### src/rtl/pattern_tx_pkg.sv
// pattern_tx_pkg: FSM state encoding and default parameter values for the
// serial pattern transmitter.
package pattern_tx_pkg;

   localparam int unsigned PAT_W_DEF = 6;
   localparam int unsigned CNT_W_DEF = 4;
   localparam int unsigned GAP_W_DEF = 3;

   typedef enum logic [1:0] {
      IDLE  = 2'd0,
      SHIFT = 2'd1,
      GAP   = 2'd2,
      DONE  = 2'd3
   } state_t;

endpackage

### src/rtl/pattern_tx_if.sv
// pattern_tx_if: request/stream bundle of the serial pattern transmitter.
// master = requester/stream consumer, slave = pattern_tx itself.
interface pattern_tx_if
   import pattern_tx_pkg::*;
#(
   parameter int unsigned PAT_W = PAT_W_DEF,
   parameter int unsigned CNT_W = CNT_W_DEF,
   parameter int unsigned GAP_W = GAP_W_DEF
) ();

   logic             start;
   logic [PAT_W-1:0] pattern;
   logic [CNT_W-1:0] repeat_n;
   logic [GAP_W-1:0] gap;
   logic             out;
   logic             out_valid;
   logic             busy;
   logic             done;

   modport master (
      output start, pattern, repeat_n, gap,
      input  out, out_valid, busy, done
   );

   modport slave (
      input  start, pattern, repeat_n, gap,
      output out, out_valid, busy, done
   );

endinterface

### src/rtl/pattern_tx_shreg.sv
// pattern_tx_shreg: loadable frame shift register plus bit counter.
// Optional macro PATTERN_TX_PARITY_EN appends an even-parity bit to the
// frame, so the frame becomes PAT_W+1 bits long.
// The register fills with zeros as it shifts, so after the last bit of a
// frame the msb reads 0 until the next load.
module pattern_tx_shreg #(
   parameter int unsigned PAT_W = 6
) (
   input  logic             clk,
   input  logic             rst,
   input  logic             load,
   input  logic             shift,
   input  logic [PAT_W-1:0] load_val,
   output logic             msb,
   output logic             last_bit
);

`ifdef PATTERN_TX_PARITY_EN
   localparam int unsigned FRAME_W = PAT_W + 1;
   logic [FRAME_W-1:0] frame_val;
   assign frame_val = {load_val, ^load_val};
`else
   localparam int unsigned FRAME_W = PAT_W;
   logic [FRAME_W-1:0] frame_val;
   assign frame_val = load_val;
`endif

   localparam int unsigned CNT_BITS = $clog2(FRAME_W);

   logic [FRAME_W-1:0]  sr;
   logic [CNT_BITS-1:0] cnt;

   assign msb      = sr[FRAME_W-1];
   assign last_bit = (cnt == CNT_BITS'(FRAME_W - 1));

   // Load restarts the frame; shift moves to the next bit, counter wraps at frame end.
   always_ff @(posedge clk or posedge rst) begin
      if (rst) begin
         sr  <= '0;
         cnt <= '0;
      end else if (load) begin
         sr  <= frame_val;
         cnt <= '0;
      end else if (shift) begin
         sr  <= {sr[FRAME_W-2:0], 1'b0};
         cnt <= last_bit ? '0 : cnt + 1'b1;
      end
   end

endmodule

### src/rtl/pattern_tx.sv
// pattern_tx: serial pattern transmitter with start/busy/done handshake.
// Sends the latched pattern MSB-first repeat_n times with gap idle cycles
// between frames. Optional macro PATTERN_TX_PARITY_EN (in pattern_tx_shreg)
// adds a trailing even-parity bit to each frame.
module pattern_tx
   import pattern_tx_pkg::*;
#(
   parameter int unsigned PAT_W = PAT_W_DEF,
   parameter int unsigned CNT_W = CNT_W_DEF,
   parameter int unsigned GAP_W = GAP_W_DEF
) (
   input logic         clk,
   input logic         rst,
   pattern_tx_if.slave bus
);

   state_t           state, state_nxt;
   logic [PAT_W-1:0] pat_q;
   logic [GAP_W-1:0] gap_q;
   logic [CNT_W-1:0] rem_q, rem_nxt;
   logic [GAP_W-1:0] gap_cnt, gap_cnt_nxt;
   logic             sr_load, sr_shift;
   logic [PAT_W-1:0] load_val;
   logic             msb, last_bit;
   logic             accept;

   assign accept = (state == IDLE) && bus.start;

   pattern_tx_shreg #(.PAT_W(PAT_W)) u_shreg (
      .clk      (clk),
      .rst      (rst),
      .load     (sr_load),
      .shift    (sr_shift),
      .load_val (load_val),
      .msb      (msb),
      .last_bit (last_bit)
   );

   // The shift register msb is already a flop and self-clears between
   // frames, so it drives the serial output directly.
   assign bus.out = msb;

   // Next-state, counter updates and shift register control.
   always_comb begin
      state_nxt   = state;
      rem_nxt     = rem_q;
      gap_cnt_nxt = gap_cnt;
      sr_load     = 1'b0;
      sr_shift    = 1'b0;
      load_val    = pat_q;
      unique case (state)
         IDLE: begin
            if (bus.start) begin
               load_val = bus.pattern;
               rem_nxt  = bus.repeat_n;
               if (bus.repeat_n != '0) begin
                  sr_load   = 1'b1;
                  state_nxt = SHIFT;
               end else begin
                  state_nxt = DONE;
               end
            end
         end
         SHIFT: begin
            if (last_bit) begin
               rem_nxt = rem_q - CNT_W'(1);
               if (rem_q == CNT_W'(1)) begin
                  sr_shift  = 1'b1;
                  state_nxt = DONE;
               end else if (gap_q != '0) begin
                  sr_shift    = 1'b1;
                  gap_cnt_nxt = gap_q;
                  state_nxt   = GAP;
               end else begin
                  sr_load = 1'b1;
               end
            end else begin
               sr_shift = 1'b1;
            end
         end
         GAP: begin
            if (gap_cnt == GAP_W'(1)) begin
               sr_load   = 1'b1;
               state_nxt = SHIFT;
            end else begin
               gap_cnt_nxt = gap_cnt - GAP_W'(1);
            end
         end
         DONE: begin
            state_nxt = IDLE;
         end
         default: state_nxt = IDLE;
      endcase
   end

   // State, latched request fields and registered handshake outputs.
   always_ff @(posedge clk or posedge rst) begin
      if (rst) begin
         state         <= IDLE;
         rem_q         <= '0;
         gap_cnt       <= '0;
         pat_q         <= '0;
         gap_q         <= '0;
         bus.out_valid <= 1'b0;
         bus.busy      <= 1'b0;
         bus.done      <= 1'b0;
      end else begin
         state         <= state_nxt;
         rem_q         <= rem_nxt;
         gap_cnt       <= gap_cnt_nxt;
         bus.out_valid <= (state_nxt == SHIFT);
         bus.busy      <= (state_nxt != IDLE);
         bus.done      <= (state_nxt == DONE);
         if (accept) begin
            pat_q <= bus.pattern;
            gap_q <= bus.gap;
         end
      end
   end

endmodule

### src/flat_wrapper.sv
// flat-port wrapper written by rule: the top's interface ports become plain ports
module pattern_tx_flat import pattern_tx_pkg::*;
#(
   parameter int unsigned PAT_W = PAT_W_DEF,
   parameter int unsigned CNT_W = CNT_W_DEF,
   parameter int unsigned GAP_W = GAP_W_DEF
)
  (clk, rst, bus_start, bus_pattern, bus_repeat_n, bus_gap, bus_out, bus_out_valid, bus_busy, bus_done);
  pattern_tx_if #(.PAT_W(PAT_W), .CNT_W(CNT_W), .GAP_W(GAP_W)) bus_i ();
  input logic clk;
  input logic rst;
  input wire logic [$bits(bus_i.start)-1:0] bus_start;
  input wire logic [$bits(bus_i.pattern)-1:0] bus_pattern;
  input wire logic [$bits(bus_i.repeat_n)-1:0] bus_repeat_n;
  input wire logic [$bits(bus_i.gap)-1:0] bus_gap;
  output wire logic [$bits(bus_i.out)-1:0] bus_out;
  output wire logic [$bits(bus_i.out_valid)-1:0] bus_out_valid;
  output wire logic [$bits(bus_i.busy)-1:0] bus_busy;
  output wire logic [$bits(bus_i.done)-1:0] bus_done;
  assign bus_i.start = bus_start;
  assign bus_i.pattern = bus_pattern;
  assign bus_i.repeat_n = bus_repeat_n;
  assign bus_i.gap = bus_gap;
  assign bus_out = bus_i.out;
  assign bus_out_valid = bus_i.out_valid;
  assign bus_busy = bus_i.busy;
  assign bus_done = bus_i.done;
  pattern_tx #(.PAT_W(PAT_W), .CNT_W(CNT_W), .GAP_W(GAP_W)) u_core (.clk(clk), .rst(rst), .bus(bus_i));
endmodule
### config.mk
export PLATFORM = sky130hd
export DESIGN_NAME = pattern_tx_flat
export DESIGN_NICKNAME = d
export VERILOG_FILES = /design/src/rtl/pattern_tx_pkg.sv /design/src/rtl/pattern_tx_if.sv /design/src/rtl/pattern_tx_shreg.sv /design/src/rtl/pattern_tx.sv /design/src/flat_wrapper.sv
export SDC_FILE = /design/constraint.sdc
export NUM_CORES = 1
export LEC_CHECK = 0
export ABC_AREA = 1
export BUFFER_PORTS_ARGS = -buffer_cell sky130_fd_sc_hd__buf_2
export CAP_MARGIN = 30
export CORE_UTILIZATION = 36
export DETAILED_ROUTE_END_ITERATION = 6
export GPL_TIMING_DRIVEN = 0
export PLACE_DENSITY = 0.62
export SYNTH_ARGS = -nofsm -noshare
export SYNTH_HDL_FRONTEND = slang
export SYNTH_HIERARCHICAL = 1
export SYNTH_SLANG_ARGS = --single-unit
### constraint.sdc
create_clock -name clk -period 1.78 [get_ports clk]
set_clock_uncertainty 0.05 [all_clocks]
set_input_delay 0.534 -clock clk [delete_from_list [all_inputs] [get_ports clk]]
set_output_delay 0.534 -clock clk [all_outputs]
set_load 0.005 [all_outputs]
==> flow_metrics.py, run 1 <==
metrics = {
    "power": {
        "p_comb_frac": 0.499,
        "vdd_drop_max_mv": 0.715,
        "powerDensity_nw_per_um2": 1840,
        "power_leakage_nw": 1.06,
        "sw_frac_of_total": 0.440,
        "p_total_mw": 3.52,
        "switchingPower_mw": 1.55,
        "clock_power_share": 0.164,
        "p_int_mw": 1.97,
        "power_frac_seq": 0.337,
    },
    "setup_path": {
        "r2r_cells": 9,
        "r2r_end": "u_core/u_shreg/sr[5]",
        "r2r-start": "u_core/gap_cnt[0]",
        "critPathLaunch": "u_core/gap_cnt[0]",
        "r2r_setup_slack_ps": 190,
        "arrival_ps": 1750,
        "critPathMaxFanout": 9,
        "crit_type": "reg -> reg",
        "required_ps": 1950,
        "critPathCaptureType": "flop",
        "startpoint_type": "flop",
    },
    "clock_tree": {
        "clkTransAtPathRegs_ps": 70,
        "clockBufferDepth": 2,
        "cts_made_buffers": 5,
        "cts_tree": "yes",
        "postCtsSetupBuffers": 0,
        "ctsRootBufferMaster": "clkbuf_8",
        "insertion_delay_ps": 280,
        "htreeDepth": 2,
        "cts_num_sinks": 30,
    },
    "timing": {
        "timing.final.crit_period_ps": 1590,
        "maxSlewViolCount": 0,
        "slew-limit-headroom": 0.473,
        "setup_ws_ps": 194,
        "final-hold-violation-count": 0,
        "finalCritPeriodShare": 0.891,
        "fin_setup_tns_ps": 0,
        "worst_pin_slew_ps": 789,
        "setup_violations": 0,
        "grt_setup_unrepaired": "no",
        "fmax_mhz": 630,
    },
    "final_layout": {
        "final_nets": 267,
        "drive_gt1_frac": 0.198,
        "diodes": 0,
        "syn_to_final_growth_pct": 15.6,
    },
    "global_route": {
        "grt_pass1_wl_mm": 5.62,
        "grt_usage": 0.149,
        "antenna_found_initial": 0,
        "grt_pass1_vias": 1298,
        "gr-total-overflow": 0,
        "grt_max_degree": 22,
    },
    "routing": {
        "drt_pass1_iterations": 4,
        "vias": 1367,
        "avgViaCountPerCell": 4.56,
        "detail_route.wl_per_cell_um": 10.7,
        "drtAntennaViolNets": 0,
        "drt_iter0_drc": 74,
        "drc": 0,
        "finalWirelength_mm": 3.21,
    },
    "synthesis": {
        "yosys_warnings": 6,
        "synth.distinct_cells": 24,
        "avgSynthCellArea_um2": 7.48,
        "synth_top_cell_area_share": 0.454,
        "ys_ff_latch": 30,
        "synth.net_count": 241,
        "syn_inst": 221,
        "synth_top_cell_by_area": "dfrtp_1",
        "synth.yosys.seq_area_share": 0.454,
        "synth_area_um2": 1650,
        "synth_area_leaders": "dfrtp_1 (45%), nand2_1 (20%), inv_1 (5.9%)",
    },
    "floorplanning": {
        "dieArea_um2": 4870,
        "initial_utilization": 0.377,
        "ios": 20,
        "dieHeight_um": 69.8,
        "std_cell_rows": 24,
        "die_w_um": 69.8,
        "core-area_um2": 4380,
    },
    "outcome": {
        "status": "complete, no violations",
    },
    "place": {
        "gp_congestion": 0.811,
        "io_buffers": 19,
        "preCtsSetupSlack_ps": 36.7,
        "post-dp-hpwl_mm": 2.46,
    },
    "job": {
        "maxCapViolCount": 0,
    },
    "min_path": {
        "min_path_type": "in -> async",
    },
}
final cells by class:
| type | instances | area (um^2) |
|---|---|---|
| fill | 455 | 2470 |
| multi-input combinational | 158 | 761 |
| sequential | 30 | 751 |
| inverter | 29 | 109 |
| timing repair buffer | 19 | 95.1 |
| clock buffer | 6 | 82.6 |
| tap | 52 | 65.1 |
| buffer | 4 | 35.0 |
| clock inverter | 2 | 12.5 |
metrics by stage:
step	instance area (um^2)	std cells	hold slack (ps)	util
CTS	1910	300	176	0.435
floorplan	1650	221	312	-
detailed placement	1810	292	410	0.414
global placement	1810	292	406	0.414
finish	1910	300	170	0.436
global route	1910	300	199	0.436
worst max path at each step:
stage	end	slack, ps	cells after the start
5_1_grt	u_core/u_shreg/sr[4]	2	9
4_1_cts	u_core/u_shreg/sr[1]	120	9
6_report	u_core/u_shreg/sr[5]	190	9
3_5_place_dp	u_core/u_shreg/sr[1]	40	9
3_3_place_gp	u_core/u_shreg/sr[4]	40	9
2_1_floorplan	u_core/u_shreg/sr[3]	320	9
registers in the layout, summed over array words and instances (netlist names):
register,count
u_core/u_shreg/sr,6
u_core/gap_q,3
u_core/rem_q,4
u_core/u_shreg/cnt,3
u_core/bus.done,1
u_core/pat_q,6
u_core/state,2
u_core/bus.busy,1
u_core/bus.out_valid,1
u_core/gap_cnt,3
synth_stat cells, drive strengths merged:
cell and count:
a21oi 3, a22oi 1, buf 4, dfrtp 30, ha 4, inv 29, nand2 89, nand3 19
nand3b 1, nand4 1, nor2 22, o211ai 1, o21ai 15, or2 1, xnor2 1
timing repair:
| item | in CTS | in global routing |
|---|---|---|
| resized for setup | 0 | 4 |
| endpoints found under the setup margin | 0 | 8 |
| hold buffers | 0 | 0 |
cell families (layout without fill, tap and decap cells):
logic type / Yosys count / after routing / share of synthesized area
XOR/XNOR: 1 / 1 / 0.00530
adder cells (fa/ha/maj): 4 / 4 / 0.0303
AO/OA/AOI/OAI: 20 / 20 / 0.0636
AND/OR/NAND/NOR: 133 / 133 / 0.360
buffers and inverters: 33 / 60 / 0.0871
flip-flops: 30 / 30 / 0.454
power by group through the flow:
stage	logic, mW	clock network (mW)	registers (mW)
detailed placement	1.75	0	1.20
floorplan	1.39	0	1.16
global route	2.04	0.621	1.23
global placement	1.72	0	1.19
finish	1.76	0.576	1.19
CTS	1.76	0.599	1.19
cells in the final DEF (no fill, tap or decap), drive strengths merged:
master	n
nand3	19
o21ai	15
ha	4
buf	23
dfrtp	30
nand3b	1
or2	1
inv	29
nor2	22
nand2	89
xnor2	1
clkbuf	6
a21oi	3
o211ai	1
nand4	1
clkinvlp	1
a22oi	1
clkinv	1
layer usage:
layer,vias up,wire (um),global-route usage,part of all wire
met2,24,1500,0.235,0.47
met5,-,0,0,0
met3,5,103,0.0392,0.032
met1,602,1560,0.194,0.49
li1,736,-,-,-
met4,0,44,0.0600,0.014
critical path, cell delays in order, from the launching register on:
cell and delay, ps:
dfrtp_1 410, ha_1 240, nand2_2 100, nor2_2 50
a21oi_1 120, o21ai_1 90, buf_6 150, nor2_4 160
nand2_1 70, nand3_1 80
Power figures use the tool's default switching activity.
==> inputs of run 2 (changes only) <==
- CORE_MARGIN: not set -> 10
==> flow_metrics.py, run 2 (synthesized netlist as in run 1, its figures left out) <==
metrics = {
    "outcome": {
        "status": "complete, no violations",
    },
    "timing": {
        "worst_hold_slack_ps": 164,
        "final-hold-violation-count": 0,
        "worst_pin_slew_ps": 872,
        "finalCritPeriodShare": 0.918,
        "grt_setup_unrepaired": "no",
        "slew-limit-headroom": 0.418,
        "setup_violations": 0,
        "maxSlewViolCount": 0,
        "fmax_mhz": 612,
        "timing.final.crit_period_ps": 1630,
        "fin_setup_tns_ps": 0,
    },
    "setup_path": {
        "cpMostUsedCell": "inv_1",
        "crit_type": "reg -> reg",
        "r2r_setup_slack_ps": 150,
        "crit_path_end": "u_core/u_shreg/sr[4]",
        "startpoint_type": "flop",
        "critPathCaptureType": "flop",
        "crit_chain": "inv_1 > nand3_1 > inv_1 > nand2_2 > o21ai_0 > buf_6 > inv_1 > nor2_1 > o21ai_1",
        "r2r_cells": 9,
        "required_ps": 1900,
        "arrival_ps": 1750,
        "cp_slowest_cell": "dfrtp_1",
        "r2r_end": "u_core/u_shreg/sr[4]",
        "slowest_delay_ps": 410,
        "critPathLaunch": "u_core/u_shreg/cnt[1]",
        "critPathMaxFanout": 9,
        "r2r-start": "u_core/u_shreg/cnt[1]",
    },
    "routing": {
        "drt_iter0_drc": 80,
        "detail_route.wl_per_cell_um": 11.7,
        "drtAntennaViolNets": 0,
        "vias": 1381,
        "drc": 0,
        "drt_pass1_iterations": 4,
        "avgViaCountPerCell": 4.60,
        "finalWirelength_mm": 3.52,
    },
    "place": {
        "placedCellCount": 292,
        "placed_cell_area_um2": 1810,
        "io_buffers": 19,
        "post-dp-hpwl_mm": 2.66,
        "gp_congestion": 0.813,
    },
    "clock_tree": {
        "cts_made_buffers": 5,
        "clkTransAtPathRegs_ps": 60,
        "ctsRootBufferMaster": "clkbuf_8",
        "htreeDepth": 2,
        "clockBufferDepth": 2,
        "ctsResizeCount": 0,
        "insertion_delay_ps": 280,
        "holdBufCountCts": 0,
        "cts_num_sinks": 30,
        "postCtsSetupBuffers": 0,
        "cts_tree": "yes",
    },
    "power": {
        "vdd_drop_max_mv": 0.813,
        "powerDensity_nw_per_um2": 1880,
        "power_leakage_nw": 1.07,
    },
    "floorplanning": {
        "dieArea_um2": 7700,
        "ios": 20,
        "core-area_um2": 4410,
        "die_w_um": 87.8,
        "dieHeight_um": 87.8,
        "initial_utilization": 0.374,
        "std_cell_rows": 24,
    },
    "global_route": {
        "antenna_found_initial": 0,
        "grt_max_degree": 22,
        "grt_pass1_wl_mm": 6.46,
        "gr-total-overflow": 0,
        "grt_usage": 0.105,
        "grt_pass1_vias": 1402,
    },
    "final_layout": {
        "final_nets": 267,
        "nFillCells": 463,
        "fin_area_um2": 1920,
        "diodes": 0,
        "drive_gt1_frac": 0.190,
        "reg_top3": "u_core/pat_q: 6 flops, u_core/u_shreg/sr: 6 flops, u_core/rem_q: 4 flops",
        "final_common_cell": "nand2_1",
        "final_cell_mix": "nand2_1 (86), dfrtp_1 (30), inv_1 (25), buf_2 (20), nand3_1 (17)",
        "finish.utilization": 0.435,
        "fin_cells": 300,
        "syn_to_final_growth_pct": 16.3,
    },
    "min_path": {
        "min_path_type": "in -> async",
    },
    "job": {
        "maxCapViolCount": 0,
    },
}
==> run 2: cell types whose count changed in the layout (fill, tap and decap cells not counted), sizes merged <==
cell,before,now
bufinv,0,1
clkbuf,6,7
clkinv,1,0
clkinvlp,1,0
==> run 2: how the worst min path moves through the flow <==
stage,startpoint,to,cells past startpoint
detailed placement,u_core/pat_q[0],u_core/pat_q[0],2
global route,rst,u_core/u_shreg/sr[1],2
global placement,u_core/pat_q[5],u_core/pat_q[5],2
CTS,rst,u_core/u_shreg/sr[1],2
floorplan,rst,u_core/u_shreg/cnt[0],1
finish,rst,u_core/u_shreg/cnt[2],2
==> run 2: per-layer routing <==
metal,global-route usage,up-vias,part of all wire
li1,-,732,-
met1,0.128,625,0.47
met2,0.167,20,0.48
met3,0.0288,4,0.036
met4,0.0478,0,0.016
met5,0,-,0
==> run 2: cell type report <==
type | instances | area (um^2) | area share
clock inverters | 1 | 30.0 | 0.0156
plain buffers | 4 | 35.0 | 0.0182
inverters | 29 | 109 | 0.0566
clock buffers | 7 | 76.3 | 0.0397
multi-input cells | 158 | 761 | 0.396
repair buffers | 19 | 95.1 | 0.0495
well taps | 52 | 65.1 | 0.0339
flip-flops and latches | 30 | 751 | 0.391
==> run 2: power by group <==
group          total, mW  switching [mW]  leakage [nW]  internal (mW)
clock              0.669           0.251        0.0524          0.418
sequential          1.19           0.187         0.374           1.01
combinational       1.76            1.11         0.644          0.648
total               3.62            1.55          1.07           2.07
==> run 2: critical path: cells and delay by family, from the launching register on <==
family	cells	cell delay, ps
flops	1	410
compound gates	2	290
simple gates	3	280
buf+inv	4	480
==> run 2: metrics by stage <==
step	worst slack, ps	total power, mW
after floorplan	324	2.55
after global placement	29.1	2.92
after detailed placement	51.0	2.95
after CTS	105	3.64
after global routing	3.96	4.04
final	146	3.62
